==> src/rtl/arb_pkg.sv <==
// ============================================================================
// arb_pkg : shared arbitration mode encodings and index-width helper
// Rev 1.0
// ============================================================================
`default_nettype none

package arb_pkg;

    localparam logic MODE_RR    = 1'b0;
    localparam logic MODE_FIXED = 1'b1;

    // Index width for n channels, never narrower than one bit.
    function automatic int clog2_min1(input int n);
        int w;
        w = 1;
        while ((1 << w) < n) begin
            w++;
        end
        return w;
    endfunction

endpackage

`default_nettype wire

==> src/rtl/rr_arbiter.sv <==
// ============================================================================
// rr_arbiter : combinational round-robin / fixed-priority one-hot arbiter
// Rev 1.0
// ============================================================================
`default_nettype none

module rr_arbiter
    import arb_pkg::*;
#(
    parameter int NUM_CH = 4,
    parameter int CH_W   = clog2_min1(NUM_CH)
) (
    input  logic [NUM_CH-1:0] req_i,
    input  logic [CH_W-1:0]   ptr_i,
    input  logic              mode_i,
    input  logic              en_i,
    output logic [NUM_CH-1:0] grant_o,
    output logic [CH_W-1:0]   grant_idx_o,
    output logic [CH_W-1:0]   next_ptr_o
);

    localparam logic [CH_W:0]   C_NUM  = (CH_W+1)'(NUM_CH);
    localparam logic [CH_W-1:0] C_LAST = CH_W'(NUM_CH - 1);

    logic [CH_W:0]   w_sum;
    logic [CH_W-1:0] w_cand;

    // Scan from farthest to nearest candidate so the nearest valid one wins.
    always_comb begin
        grant_o     = '0;
        grant_idx_o = '0;
        w_sum       = '0;
        w_cand      = '0;
        for (int k = NUM_CH - 1; k >= 0; k--) begin
            if (mode_i == MODE_FIXED) begin
                w_sum = (CH_W+1)'(k);
            end else begin
                w_sum = {1'b0, ptr_i} + (CH_W+1)'(k);
                if (w_sum >= C_NUM) begin
                    w_sum = w_sum - C_NUM;
                end
            end
            w_cand = w_sum[CH_W-1:0];
            if (en_i && req_i[w_cand]) begin
                grant_o         = '0;
                grant_o[w_cand] = 1'b1;
                grant_idx_o     = w_cand;
            end
        end
    end

    always_comb begin
        next_ptr_o = ptr_i;
        if ((mode_i == MODE_RR) && (|grant_o)) begin
            if (grant_idx_o == C_LAST) begin
                next_ptr_o = '0;
            end else begin
                next_ptr_o = grant_idx_o + CH_W'(1);
            end
        end
    end

endmodule

`default_nettype wire

==> src/rtl/rr_arb_mux.sv <==
// ============================================================================
// rr_arb_mux : N-channel arbitrated valid/ready mux with registered output
// Rev 1.0
// ============================================================================
`default_nettype none

module rr_arb_mux
    import arb_pkg::*;
#(
    parameter int DATA_W = 32,
    parameter int NUM_CH = 4,
    parameter int CH_W   = clog2_min1(NUM_CH)
) (
    input  logic                     clk,
    input  logic                     rst_n,
    input  logic                     mode,
    input  logic [NUM_CH-1:0]        in_valid,
    output logic [NUM_CH-1:0]        in_ready,
    input  logic [NUM_CH*DATA_W-1:0] in_data,
    output logic                     out_valid,
    input  logic                     out_ready,
    output logic [DATA_W-1:0]        out_data,
    output logic [CH_W-1:0]          out_ch
);

    logic              out_valid_q, out_valid_d;
    logic [DATA_W-1:0] out_data_q,  out_data_d;
    logic [CH_W-1:0]   out_ch_q,    out_ch_d;
    logic [CH_W-1:0]   rr_ptr_q,    rr_ptr_d;

    logic              w_load_en;
    logic              w_arb_en;
    logic              w_xfer;
    logic [NUM_CH-1:0] w_grant;
    logic [CH_W-1:0]   w_grant_idx;
    logic [CH_W-1:0]   w_next_ptr;
    logic [DATA_W-1:0] w_win_data;

    // Gating with rst_n keeps in_ready low for the whole reset window.
    assign w_load_en = ~out_valid_q | out_ready;
    assign w_arb_en  = w_load_en & rst_n;

    rr_arbiter #(
        .NUM_CH (NUM_CH),
        .CH_W   (CH_W)
    ) u_arbiter (
        .req_i       (in_valid),
        .ptr_i       (rr_ptr_q),
        .mode_i      (mode),
        .en_i        (w_arb_en),
        .grant_o     (w_grant),
        .grant_idx_o (w_grant_idx),
        .next_ptr_o  (w_next_ptr)
    );

    assign in_ready = w_grant;
    assign w_xfer   = |w_grant;

    always_comb begin
        w_win_data = '0;
        for (int i = 0; i < NUM_CH; i++) begin
            if (w_grant[i]) begin
                w_win_data = in_data[i*DATA_W +: DATA_W];
            end
        end
    end

    always_comb begin
        out_valid_d = out_valid_q;
        out_data_d  = out_data_q;
        out_ch_d    = out_ch_q;
        rr_ptr_d    = rr_ptr_q;
        if (w_xfer) begin
            out_valid_d = 1'b1;
            out_data_d  = w_win_data;
            out_ch_d    = w_grant_idx;
            rr_ptr_d    = w_next_ptr;
        end else if (out_ready) begin
            out_valid_d = 1'b0;
        end
    end

    always_ff @(posedge clk or negedge rst_n) begin
        if (!rst_n) begin
            out_valid_q <= 1'b0;
            out_data_q  <= '0;
            out_ch_q    <= '0;
            rr_ptr_q    <= '0;
        end else begin
            out_valid_q <= out_valid_d;
            out_data_q  <= out_data_d;
            out_ch_q    <= out_ch_d;
            rr_ptr_q    <= rr_ptr_d;
        end
    end

    assign out_valid = out_valid_q;
    assign out_data  = out_data_q;
    assign out_ch    = out_ch_q;

endmodule

`default_nettype wire

==> config.mk <==
export PLATFORM = sky130hd
export DESIGN_NAME = rr_arb_mux
export DESIGN_NICKNAME = d
export VERILOG_FILES = /design/src/rtl/arb_pkg.sv /design/src/rtl/rr_arbiter.sv /design/src/rtl/rr_arb_mux.sv
export SDC_FILE = /design/constraint.sdc
export NUM_CORES = 1
export LEC_CHECK = 0
export ABC_CLOCK_PERIOD_IN_PS = 2780
export CAP_MARGIN = 5
export CORE_ASPECT_RATIO = 0.7
export CORE_UTILIZATION = 36
export DETAILED_ROUTE_END_ITERATION = 10
export PLACE_DENSITY = 0.88
export SLEW_MARGIN = 25
export SYNTH_ARGS = -nofsm -noshare
export SYNTH_HDL_FRONTEND = slang
export SYNTH_SLANG_ARGS = --single-unit
export TNS_END_PERCENT = 1
==> constraint.sdc <==
create_clock -name clk -period 2.78 [get_ports clk]
set_input_delay 0.556 -clock clk [delete_from_list [all_inputs] [get_ports clk]]
set_output_delay 0.556 -clock clk [all_outputs]
set_load 0.02 [all_outputs]
==> summary.md, run 1 <==
| Metric | Value |
|---|---|
| Status | finished with violations |
| Violated checks | setup timing |
| Total die area | 0.00763 mm2 |
| Synth Area per Inst | 9.67 um2 |
| Cell variety after synth | 46 |
| Post-DR wirelength/cell | 20.0 um |
| Starting density of the core | 0.381 |
| RR Startpoint | rr_ptr_q[1]$_DFFE_PN0P_ |
| Antenna cells | 0 |
| Final core occ | 0.716 |
| Crit path max-delay cell type | clkdlybuf4s50_1 |
| Top-area cell type share of the netlist area | 0.353 |
| Max-slew violations | 0 |
| Vias per cell | 5.94 |
| P_leak | 1.79 nW |
| Slowest Stage Delay on Critical Path | 420 ps |
| Reg-to-Reg End | rr_ptr_q[0]$_DFFE_PN0P_ |
| Worst slew pin tran | 489 ps |
| Post-DP HPWL | 8270 um |
| Final min period | 2820 ps |
| Final GP Congestion | 0.994 |
| Post-Syn Nets | 407 |
| Most common flop cell mapped by yosys | dfrtp_1 |
| Die W | 104 um |
| Area of the core | 0.00688 mm2 |
| Max Freq | 355 MHz |
| Core Rows | 25 |
| Total number of vias | 3344 |
| Initial antenna violation count | 0 |
| Sequential-to-total area share from yosys stat | 0.353 |
| Root buf cell | clkbuf_8 |
| Critical path's most frequent cell | buf_4 |
| CP Launch Type | primary input |
| Top Usage Layer GRT | met2 |
| First-pass GRT wire length | 16900 um |
| Post-route clock period utilization | 1.01 |
| Tot GR Track Use | 0.284 |
| Gr ovfl total | 0 |
| Wirelength, routed | 11300 um |
| Delay-heaviest family, CP | buffers and inverters |
| Num CTS Buffers | 5 |
| CTS max path bufs | 2 |
| Largest net degree at the start of global routing | 38 |
| FF+latch count, synth | 37 |
| Max-Cap Viols | 0 |
| Post-synth EDFFs | 0 |
| Met2 GRT Util | 0.477 |
| Final hold vios | 0 |
| Setup-failing EPs final | 2 |
| GR Util met1 | 0.354 |
| Bufs and invs on worst path | 5 |
| Setup TNS | -53.0 ps |
| Type of destination of the critical path | output port |
| # IOs | 175 |
| Die height | 73.4 um |
| Worst Path Required | 2220 ps |
| Vias in the first global route | 3320 |
| R2r setup slk | 110 ps |
| Count leader, synth | dfrtp_1 |
| Crit Path Category | in2out |
| Non-Filler Instances | 563 |
| Post-Synthesis Cell Area | 0.00262 mm2 |
| Max Clock Skew | 4.13 ps |
| CTS Hold Bufs | 0 |
| Clock Pin Slew Worst Setup and Hold Paths | 80 ps |
| Area delta synth->final | 87.9% |
| TritonCTS clock tree | yes |
| Drc violations | 0 |
| Final ANT Viol Nets | 0 |
| Async SR Flop Fraction | 1.00 |
| Met3 Usage GRT | 0.0772 |
| Worst vdd ir | 0.449 mV |
| Layout cell share with drive strength beyond 1 | 0.239 |
| Initial DRC count | 329 |
| Hold_ws | 404 ps |
| Pre-CTS setup slack | -656 ps |
| Total placed cells including tap cells | 554 |
| Synth top area cells | dfrtp_1, a31oi_2, a222oi_1, nor4_1, nand2_1 |
| Setup WS post-layout | -37.1 ps |
| Clock latency at the later pin of the worst-skew pair | 280 ps |
| Area leader, netlist | dfrtp_1 |
| Cell area power density | 864 mW/mm2 |
| # nets final | 605 |
| Worst-path fanout max | 7 |
| Port Buffers | 174 |
| Htree depth | 2 |
| Min-Delay Path Class | in2async |
| TritonRoute pass-1 iters | 8 |
| Rel. slew slack | 0.674 |
| CP Cell Sequence | clkdlybuf4s50_1 > buf_4 > buf_4 > mux2i_2 > nor2_1 > a221oi_4 > buf_4 > o21ai_2 > buf_4 |
| Top cells by count, synth | dfrtp_1, nand2_1, a222oi_1, nor4_1, a31oi_2 |
| Worst Reg2Reg Path Length in Cells | 9 |
| Mapped Cells | 271 |
| Crit path DAT | 2260 ps |
| Yosys warns | 0 |
| RSZ-0062 raised after global routing | true |
| Sink Count | 37 |
-- cells in the final DEF (no fill, tap or decap), types with 2 or more instances in the layout --
cell	instances
o2111ai_1	2
a222oi_1	32
nand3_1	4
clkdlybuf4s50_1	165
nor4_1	32
o21ai_2	3
dfrtp_1	36
a31oi_2	30
nand2_1	34
buf_2	2
nor3_1	5
a21oi_1	3
o32ai_4	2
clkbuf_8	6
dlygate4sd2_1	2
nor2_1	6
a211o_1	3
buf_4	49
nand2b_1	3
inv_1	5
dlymetal6s2s_1	2
a31oi_1	2
mux2i_1	3
-- registers in the layout, indices dropped and copies added, names as in the netlist --
register	flops
out_ch	2
rr_ptr_q	2
out_valid	1
out_data	32
-- final cells by class --
type	count	area, um2
Tap cell	94	118
Timing Repair Buffer	224	2130
Fill cell	525	1960
Multi-Input combinational cell	196	1650
Clock buffer	7	86.3
Sequential cell	37	927
Inverter	5	18.8
-- logic make-up after synthesis --
kind of cell | synth area share
buffers and inverters | 0.0697
DFF | 0.353
muxes | 0.0196
and+or+nand+nor | 0.192
AOI/OAI and AO/OA | 0.366
-- how the worst max path moves through the flow --
stage / startpoint / endpoint / cells after the start
6_report: in_valid[1] / in_ready[3] / 9
5_1_grt: mode / rr_ptr_q[0]$_DFFE_PN0P_ / 9
4_1_cts: in_valid[1] / out_data[25]$_DFFE_PN0P_ / 10
3_5_place_dp: mode / in_ready[2] / 7
3_3_place_gp: mode / in_ready[2] / 7
2_1_floorplan: mode / in_ready[1] / 6
-- metrics by stage --
step	instance area, um2	total power [mW]
3_5_place_dp	4740	3.79
6_report	4930	4.26
2_1_floorplan	2620	2.53
3_3_place_gp	4740	3.70
5_1_grt	4930	4.48
4_1_cts	4860	4.20
-- power breakdown --
group          total, mW  switching, mW  internal, mW
clock              0.381          0.184         0.197
combinational       2.87           1.46          1.41
sequential          1.00          0.178         0.823
-- metal layers --
layer  wire length [um]  part of all wire
met5                  0                 0
met3                969             0.086
met4                235             0.021
met1               4650              0.41
met2               5400              0.48
-- repair_timing --
item	4_1_cts	5_1_grt
endpoints found under the hold margin	0	0
pin swaps	3	15
setup endpoints to repair	41	41
setup buffers	0	2
resized for setup	26	14
No activity file was read; power rests on OpenSTA's default activity.
==> inputs of run 2 (changes only) <==
- CORE_MARGIN: unset -> 8
==> run 2 against run 1 <==
Compared with the run above: the flow still finishes with violations (setup timing); clock-buffer cell count unchanged; register-to-register slack about the same; worst hold slack got worse by 55 ps; worst setup slack improved by 5.0 ps; fmax increased by 0.18%; die area increased by 35%; clock skew increased by 2.6 ps; power increased by 0.92%; cell count increased by 0.53%; clock power decreased by 1%; global-route usage decreased by 5.6 points; critical endpoint is now out_data[10]$_DFFE_PN0P_.
==> summary.md, run 2 (same netlist as run 1, synthesis figures left out) <==
| Metric | Value |
|---|---|
| Setup TNS | -32.1 ps (+20.9 ps) |
| Register area | 926 um2 (-0.13%) |
| Commonest non-fill, non-tap cells in the layout | clkdlybuf4s50_1, buf_4, dfrtp_1 |
| Sw frac | 0.428 (-0.000702) |
| Initial antenna violation count | 0 (unchanged) |
| Tot GR Track Use | 0.228 (-0.0557) |
| Type of destination of the critical path | register |
| Clock Pin Slew Worst Setup and Hold Paths | 70 ps (about the same) |
| Fillcell total | 563 (+7.2%) |
| Antenna cells | 0 (unchanged) |
| Largest net degree at the start of global routing | 35 (-7.9%) |
| Commonest non-fill, non-tap cell in the layout | clkdlybuf4s50_1 |
| Multi-input logic area | 0.00169 mm2 (+2.7%) |
| Worst Path Required | 2930 ps (+710 ps) |
| Layout cell share with drive strength beyond 1 | 0.252 (+0.0133) |
| Post-DP HPWL | 9370 um (+13%) |
| Cell area power density | 863 mW/mm2 (about the same) |
| Setup-failing EPs final | 1 (-1) |
| Internal | 2.45 mW (+1.0%) |
| Drc violations | 0 (unchanged) |
| Num CTS Buffers | 5 (unchanged) |
| Starting density of the core | 0.365 (-0.0163) |
| Clock latency at the later pin of the worst-skew pair | 280 ps (about the same) |
| First-pass GRT wire length | 18800 um (+11%) |
| Total placed cells including tap cells | 557 (+0.54%) |
| RSZ-0062 raised after global routing | true |
| Critical path's most frequent cell | buf_4 |
| Vias in the first global route | 3495 (+5.3%) |
| # nets final | 604 (-0.17%) |
| Worst-path fanout max | 14 (+7) |
| CP Cell Sequence | clkdlybuf4s50_1 > buf_4 > mux2i_1 > a211o_1 > o211ai_1 > buf_4 > o32ai_4 > buf_4 > buf_4 > nor4_1 > a31oi_2 |
| Total number of vias | 3345 (+0.030%) |
| Gr ovfl total | 0 (unchanged) |
| Max Clock Skew | 6.72 ps (+2.59 ps) |
| Worst Reg2Reg Path Length in Cells | 9 (unchanged) |
| Clock network power share | 0.088 (about the same) |
| CTS Hold Bufs | 0 (unchanged) |
| Vias per cell | 5.91 (-0.50%) |
| Max Freq | 356 MHz (+0.18%) |
| Final ANT Viol Nets | 0 (unchanged) |
| Sw Pwr | 1.84 mW (+0.76%) |
| Core Rows | 26 (+4.0%) |
| Worst vdd ir | 0.464 mV (+3.4%) |
| Final hold vios | 0 (unchanged) |
| Slowest Stage Delay on Critical Path | 510 ps (+90 ps) |
| TritonRoute pass-1 iters | 9 (+1) |
| Crit Path Category | in2reg |
| Crit path DAT | 2960 ps (+700 ps) |
| Violated checks | setup timing |
| Initial DRC count | 413 (+26%) |
| Htree depth | 2 (unchanged) |
| Max-Cap Viols | 0 (unchanged) |
| Status | finished with violations |
| Logic pwr share | 0.677 (+0.002) |
| R2r setup slk | 120 ps (about the same) |
| CP Launch Type | primary input |
| Sequential share of power | 0.235 (about the same) |
| Crit path max-delay cell type | clkdlybuf4s50_1 |
| Root buf cell | clkbuf_8 |
| P_leak | 1.79 nW (about the same) |
| Reg-to-Reg End | out_data[10]$_DFFE_PN0P_ |
| Area delta synth->final | 89.7% |
| RR Startpoint | rr_ptr_q[1]$_DFFE_PN0P_ |
| Final GP Congestion | 1.00 (+0.57%) |
| Wirelength, routed | 12400 um (+11%) |
| Port Buffers | 174 (unchanged) |
| # IOs | 175 (unchanged) |
| Post-DR wirelength/cell | 22.0 um (+10%) |
| Max reg flops | 32 (unchanged) |
| Total die area | 0.0103 mm2 (+35%) |
| Sink Count | 37 (unchanged) |
| Pre-CTS setup slack | -668 ps (-11.7 ps) |
| CTS max path bufs | 2 (unchanged) |
| Post-route clock period utilization | 1.01 (-0.00181) |
| Area of the core | 0.00719 mm2 (+4.5%) |
| TritonCTS clock tree | yes |
| Min-Delay Path Class | in2async |
| Worst slew pin tran | 421 ps (-67.9 ps) |
| Setup WS post-layout | -32.1 ps (+5.04 ps) |
| Max-slew violations | 0 (unchanged) |
| Non-Filler Instances | 566 (+0.53%) |
| Die W | 118 um (+13%) |
| Final min period | 2810 ps (-5.04 ps) |
| Die height | 87.4 um (+19%) |
| Rel. slew slack | 0.717 (+0.0427) |
==> run 2: cell count changes in the layout (fill, tap and decap cells not counted), moves of 2 or more <==
cell             before  now
buf_4                49   44
buf_6                 1    7
clkdlybuf4s50_1     165  167
dlygate4sd2_1         2    0
nor4_1               32   27
nor4_2                0    5
==> run 2: final cells by class <==
type / instances / area share
Tap cell: 98 / 0.0247
Inverter: 5 / 0.00377
Clock buffer: 7 / 0.0174
Timing Repair Buffer: 223 / 0.428
Sequential cell: 37 / 0.186
Multi-Input combinational cell: 196 / 0.340
==> run 2: worst max-delay path by stage <==
stage                 from  cells past startpoint                  endpoint  slack, ps
4_1_cts        in_valid[1]                      7               in_ready[1]        -40
5_1_grt        in_valid[2]                     11  out_data[10]$_DFFE_PN0P_       -160
3_3_place_gp          mode                      7               in_ready[1]       -610
3_5_place_dp          mode                      7               in_ready[1]       -670
6_report       in_valid[2]                     11  out_data[10]$_DFFE_PN0P_        -30
2_1_floorplan         mode                      6               in_ready[1]          9
==> run 2: what timing repair did <==
| item | in CTS | in global routing |
|---|---|---|
| endpoints found under the setup margin | 39 | 39 |
| pin swaps | 1 | 3 |
| setup buffers | 0 | 2 |
| gates resized for setup | 21 | 32 |
==> run 2: worst max-delay path: cells and delay by family <==
kind | cells | cell delay (ps)
simple gates | 1 | 390
compound gates | 4 | 650
mux | 1 | 70
buf+inv | 5 | 1290
==> run 2: power groups by stage <==
stage,sequential [mW],clock [mW],combinational (mW)
3_5_place_dp,1.00,0,2.79
6_report,1.01,0.377,2.91
3_3_place_gp,0.983,0,2.73
5_1_grt,1.04,0.413,3.10
2_1_floorplan,1.30,0,1.23
4_1_cts,0.992,0.390,2.81
==> run 2: routing by layer <==
metal	part of all wire	routed length (um)	GRT usage	vias up
met5	0	0	0	-
met4	0.019	240	0.0718	0
met3	0.093	1160	0.0674	26
met2	0.48	5990	0.382	196
met1	0.41	5050	0.278	1602
li1	-	-	-	1521
==> run 2: metrics by stage <==
stage	instance area, um2	total power, mW	hold WS, ps	utilization
floorplan	2620	2.53	260	-
global placement	4740	3.72	470	0.659
detailed placement	4740	3.79	476	0.659
CTS	4830	4.19	313	0.672
global route	4970	4.55	337	0.692
finish	4970	4.29	349	0.692
==> inputs of run 3 (changes only) <==
- ABC_CLOCK_PERIOD_IN_PS: 2780 -> 2550
- CORE_UTILIZATION: 36 -> 33
- PLACE_DENSITY: 0.88 -> 0.85
- clock period: 2.78 -> 2.55 ns (I/O delays scaled with it)
==> run 3 against run 2 <==
Compared with the run above: the run now ends clean; clock-buffer cell count did not move; combinational power rose by 13%; non-clock buffer count rose by 10; critical endpoint unchanged; highest routed layer unchanged.
==> summary.md, run 3 (same netlist as run 1, synthesis figures left out) <==
| Metric | Value |
|---|---|
| Status | finished clean |
| Max reg flops | 32 (unchanged) |
| Crit Path Category | in2reg |
| Final ANT Viol Nets | 0 (unchanged) |
| Slowest Stage Delay on Critical Path | 460 ps (-50 ps) |
| TritonCTS clock tree | yes |
| Type of destination of the critical path | register |
| Worst vdd ir | 0.576 mV (+24%) |
| Reg-to-Reg End | rr_ptr_q[0]$_DFFE_PN0P_ |
| # nets final | 614 (+1.7%) |
| Tot GR Track Use | 0.216 (-0.0124) |
| P_leak | 1.91 nW (+6.6%) |
| Commonest non-fill, non-tap cells in the layout | clkdlybuf4s50_1, buf_4, dfrtp_1 |
| Starting density of the core | 0.337 (-0.0272) |
| CTS max path bufs | 2 (unchanged) |
| R2r setup slk | 50 ps (-70 ps) |
| Htree depth | 2 (unchanged) |
| Bufs and invs on worst path | 4 (-1) |
| Drc violations | 0 (unchanged) |
| Max Clock Skew | 5.31 ps (-1.41 ps) |
| Port Buffers | 174 (unchanged) |
| Area delta synth->final | 98.0% |
| Sink Count | 37 (unchanged) |
| Area of the core | 0.00777 mm2 (+8.1%) |
| Die height | 90.6 um (+3.6%) |
| Hold_ws | 255 ps (-94.1 ps) |
| Initial antenna violation count | 0 (unchanged) |
| Layout cell share with drive strength beyond 1 | 0.278 (+0.0255) |
| RSZ-0062 raised after global routing | true |
| Clock latency at the later pin of the worst-skew pair | 280 ps (about the same) |
| Root buf cell | clkbuf_16 |
| Min-Delay Path Class | in2async |
| Total die area | 0.0111 mm2 (+7.6%) |
| Max-Cap Viols | 0 (unchanged) |
| Final min period | 2540 ps |
| Core Rows | 27 (+3.8%) |
| Setup TNS | 0 ps (+32.1 ps) |
| # IOs | 175 (unchanged) |
| Total number of vias | 3344 (-0.030%) |
| Antenna cells | 0 (unchanged) |
| Delay-heaviest family, CP | compound AO/OA/AOI/OAI gates |
| Worst Reg2Reg Path Length in Cells | 8 (-1) |
| Setup-failing EPs final | 0 (-1) |
| Post-DP HPWL | 9470 um (+1.1%) |
| CP Launch Type | primary input |
| Vias per cell | 5.77 (-2.4%) |
| Crit path max-delay cell type | a222oi_1 |
| Vias in the first global route | 3590 (+2.7%) |
| TritonRoute pass-1 iters | 6 (-3) |
| Non-Filler Instances | 580 (+2.5%) |
| Post-route clock period utilization | 0.994 |
| Total placed cells including tap cells | 569 (+2.2%) |
| Largest net degree at the start of global routing | 35 (unchanged) |
| Worst slew pin tran | 448 ps (+27.9 ps) |
| Post-DR wirelength/cell | 21.4 um (-2.6%) |
| Final core occ | 0.668 (-0.0237) |
| Max-slew violations | 0 (unchanged) |
| Cell area power density | 980 mW/mm2 (+14%) |
| Rel. slew slack | 0.701 (-0.0160) |
| Die W | 123 um (+3.8%) |
| Max Freq | 394 MHz |
| Worst Path Required | 2690 ps (-240 ps) |
| CTS Hold Bufs | 0 (unchanged) |
| Num CTS Buffers | 5 (unchanged) |
| Clock Pin Slew Worst Setup and Hold Paths | 60 ps (about the same) |
| Crit path DAT | 2680 ps (-280 ps) |
| Final hold vios | 0 (unchanged) |
| RR Startpoint | rr_ptr_q[1]$_DFFE_PN0P_ |
| Final GP Congestion | 0.931 (-6.9%) |
| Pwr Total | 5.09 mW (+18%) |
| Worst-path fanout max | 30 (+16) |
| Wirelength, routed | 12400 um (-0.24%) |
| CP Cell Sequence | dlygate4sd2_1 > buf_4 > and2_4 > o311ai_4 > or2_4 > a31oi_4 > buf_6 > buf_12 > a222oi_1 > a31oi_2 |
| Initial DRC count | 329 (-20%) |
| Commonest non-fill, non-tap cell in the layout | clkdlybuf4s50_1 |
| Gr ovfl total | 0 (unchanged) |
| First-pass GRT wire length | 19200 um (+1.9%) |
[run 3: cell types whose count changed in the layout (fill, tap and decap cells not counted), moves of 3 or more]
cell and delta:
buf_4 +7, nor4_1 +5, clkdlybuf4s50_1 -4, clkbuf_8 -5
dlygate4sd2_1 +3, clkbuf_16 +5, nor4_2 -5
[run 3: worst max path at each step]
| stage | slack [ps] | endpoint | depth (start not counted) | startpoint |
|---|---|---|---|---|
| floorplan | -10 | in_ready[1] | 6 | mode |
| global placement | -900 | in_ready[3] | 6 | in_valid[1] |
| detailed placement | -940 | in_ready[3] | 6 | in_valid[1] |
| finish | 10 | out_data[10]$_DFFE_PN0P_ | 10 | in_valid[3] |
| CTS | -0.3 | in_ready[3] | 6 | in_valid[1] |
| global route | -30 | out_data[18]$_DFFE_PN0P_ | 10 | in_valid[3] |
[run 3: timing repair]
item | in CTS | in global routing
buffers inserted | 2 | 1
endpoints found under the setup margin | 41 | 38
hold endpoints to repair | 0 | 0
pin swaps | 12 | 17
gates resized for setup | 59 | 19
[run 3: stage by stage]
step / area [um2] / worst slack [ps]
floorplan: 2630 / -13.1
global placement: 4800 / -898
detailed placement: 4800 / -937
CTS: 5120 / -0.274
global route: 5190 / -33.7
finish: 5190 / 14.4
[run 3: worst register-to-register path, cell delays in order, from the launching register on]
cell      delay, ps
dfrtp_2         440
buf_4           180
nor2b_1         170
a32o_1          300
a221oi_4        340
o32ai_4         160
buf_6           150
o31a_1          320
mux2_1          310
[run 3: area by class of cell]
| class | instances | area, um2 |
|---|---|---|
| clock inverters | 1 | 30.0 |
| fillers | 636 | 2580 |
| multi-input cells | 196 | 1730 |
| clock buffers | 7 | 143 |
| well taps | 101 | 126 |
| repair buffers | 233 | 2220 |
| flip-flops and latches | 37 | 928 |
| inverters | 5 | 18.8 |
[run 3: routing by layer]
layer  track usage  vias up  routed length [um]
met2         0.351      199                5750
met1         0.265     1587                5050
met3        0.0750       15                1450
met4        0.0546        0                 170
li1              -     1543                   -
met5             0        -                   0
[run 3: where the power goes]
group,leakage (nW),internal (mW),switching (mW)
clock network,0.0841,0.488,0.232
registers,0.437,0.900,0.182
logic,1.39,1.64,1.65
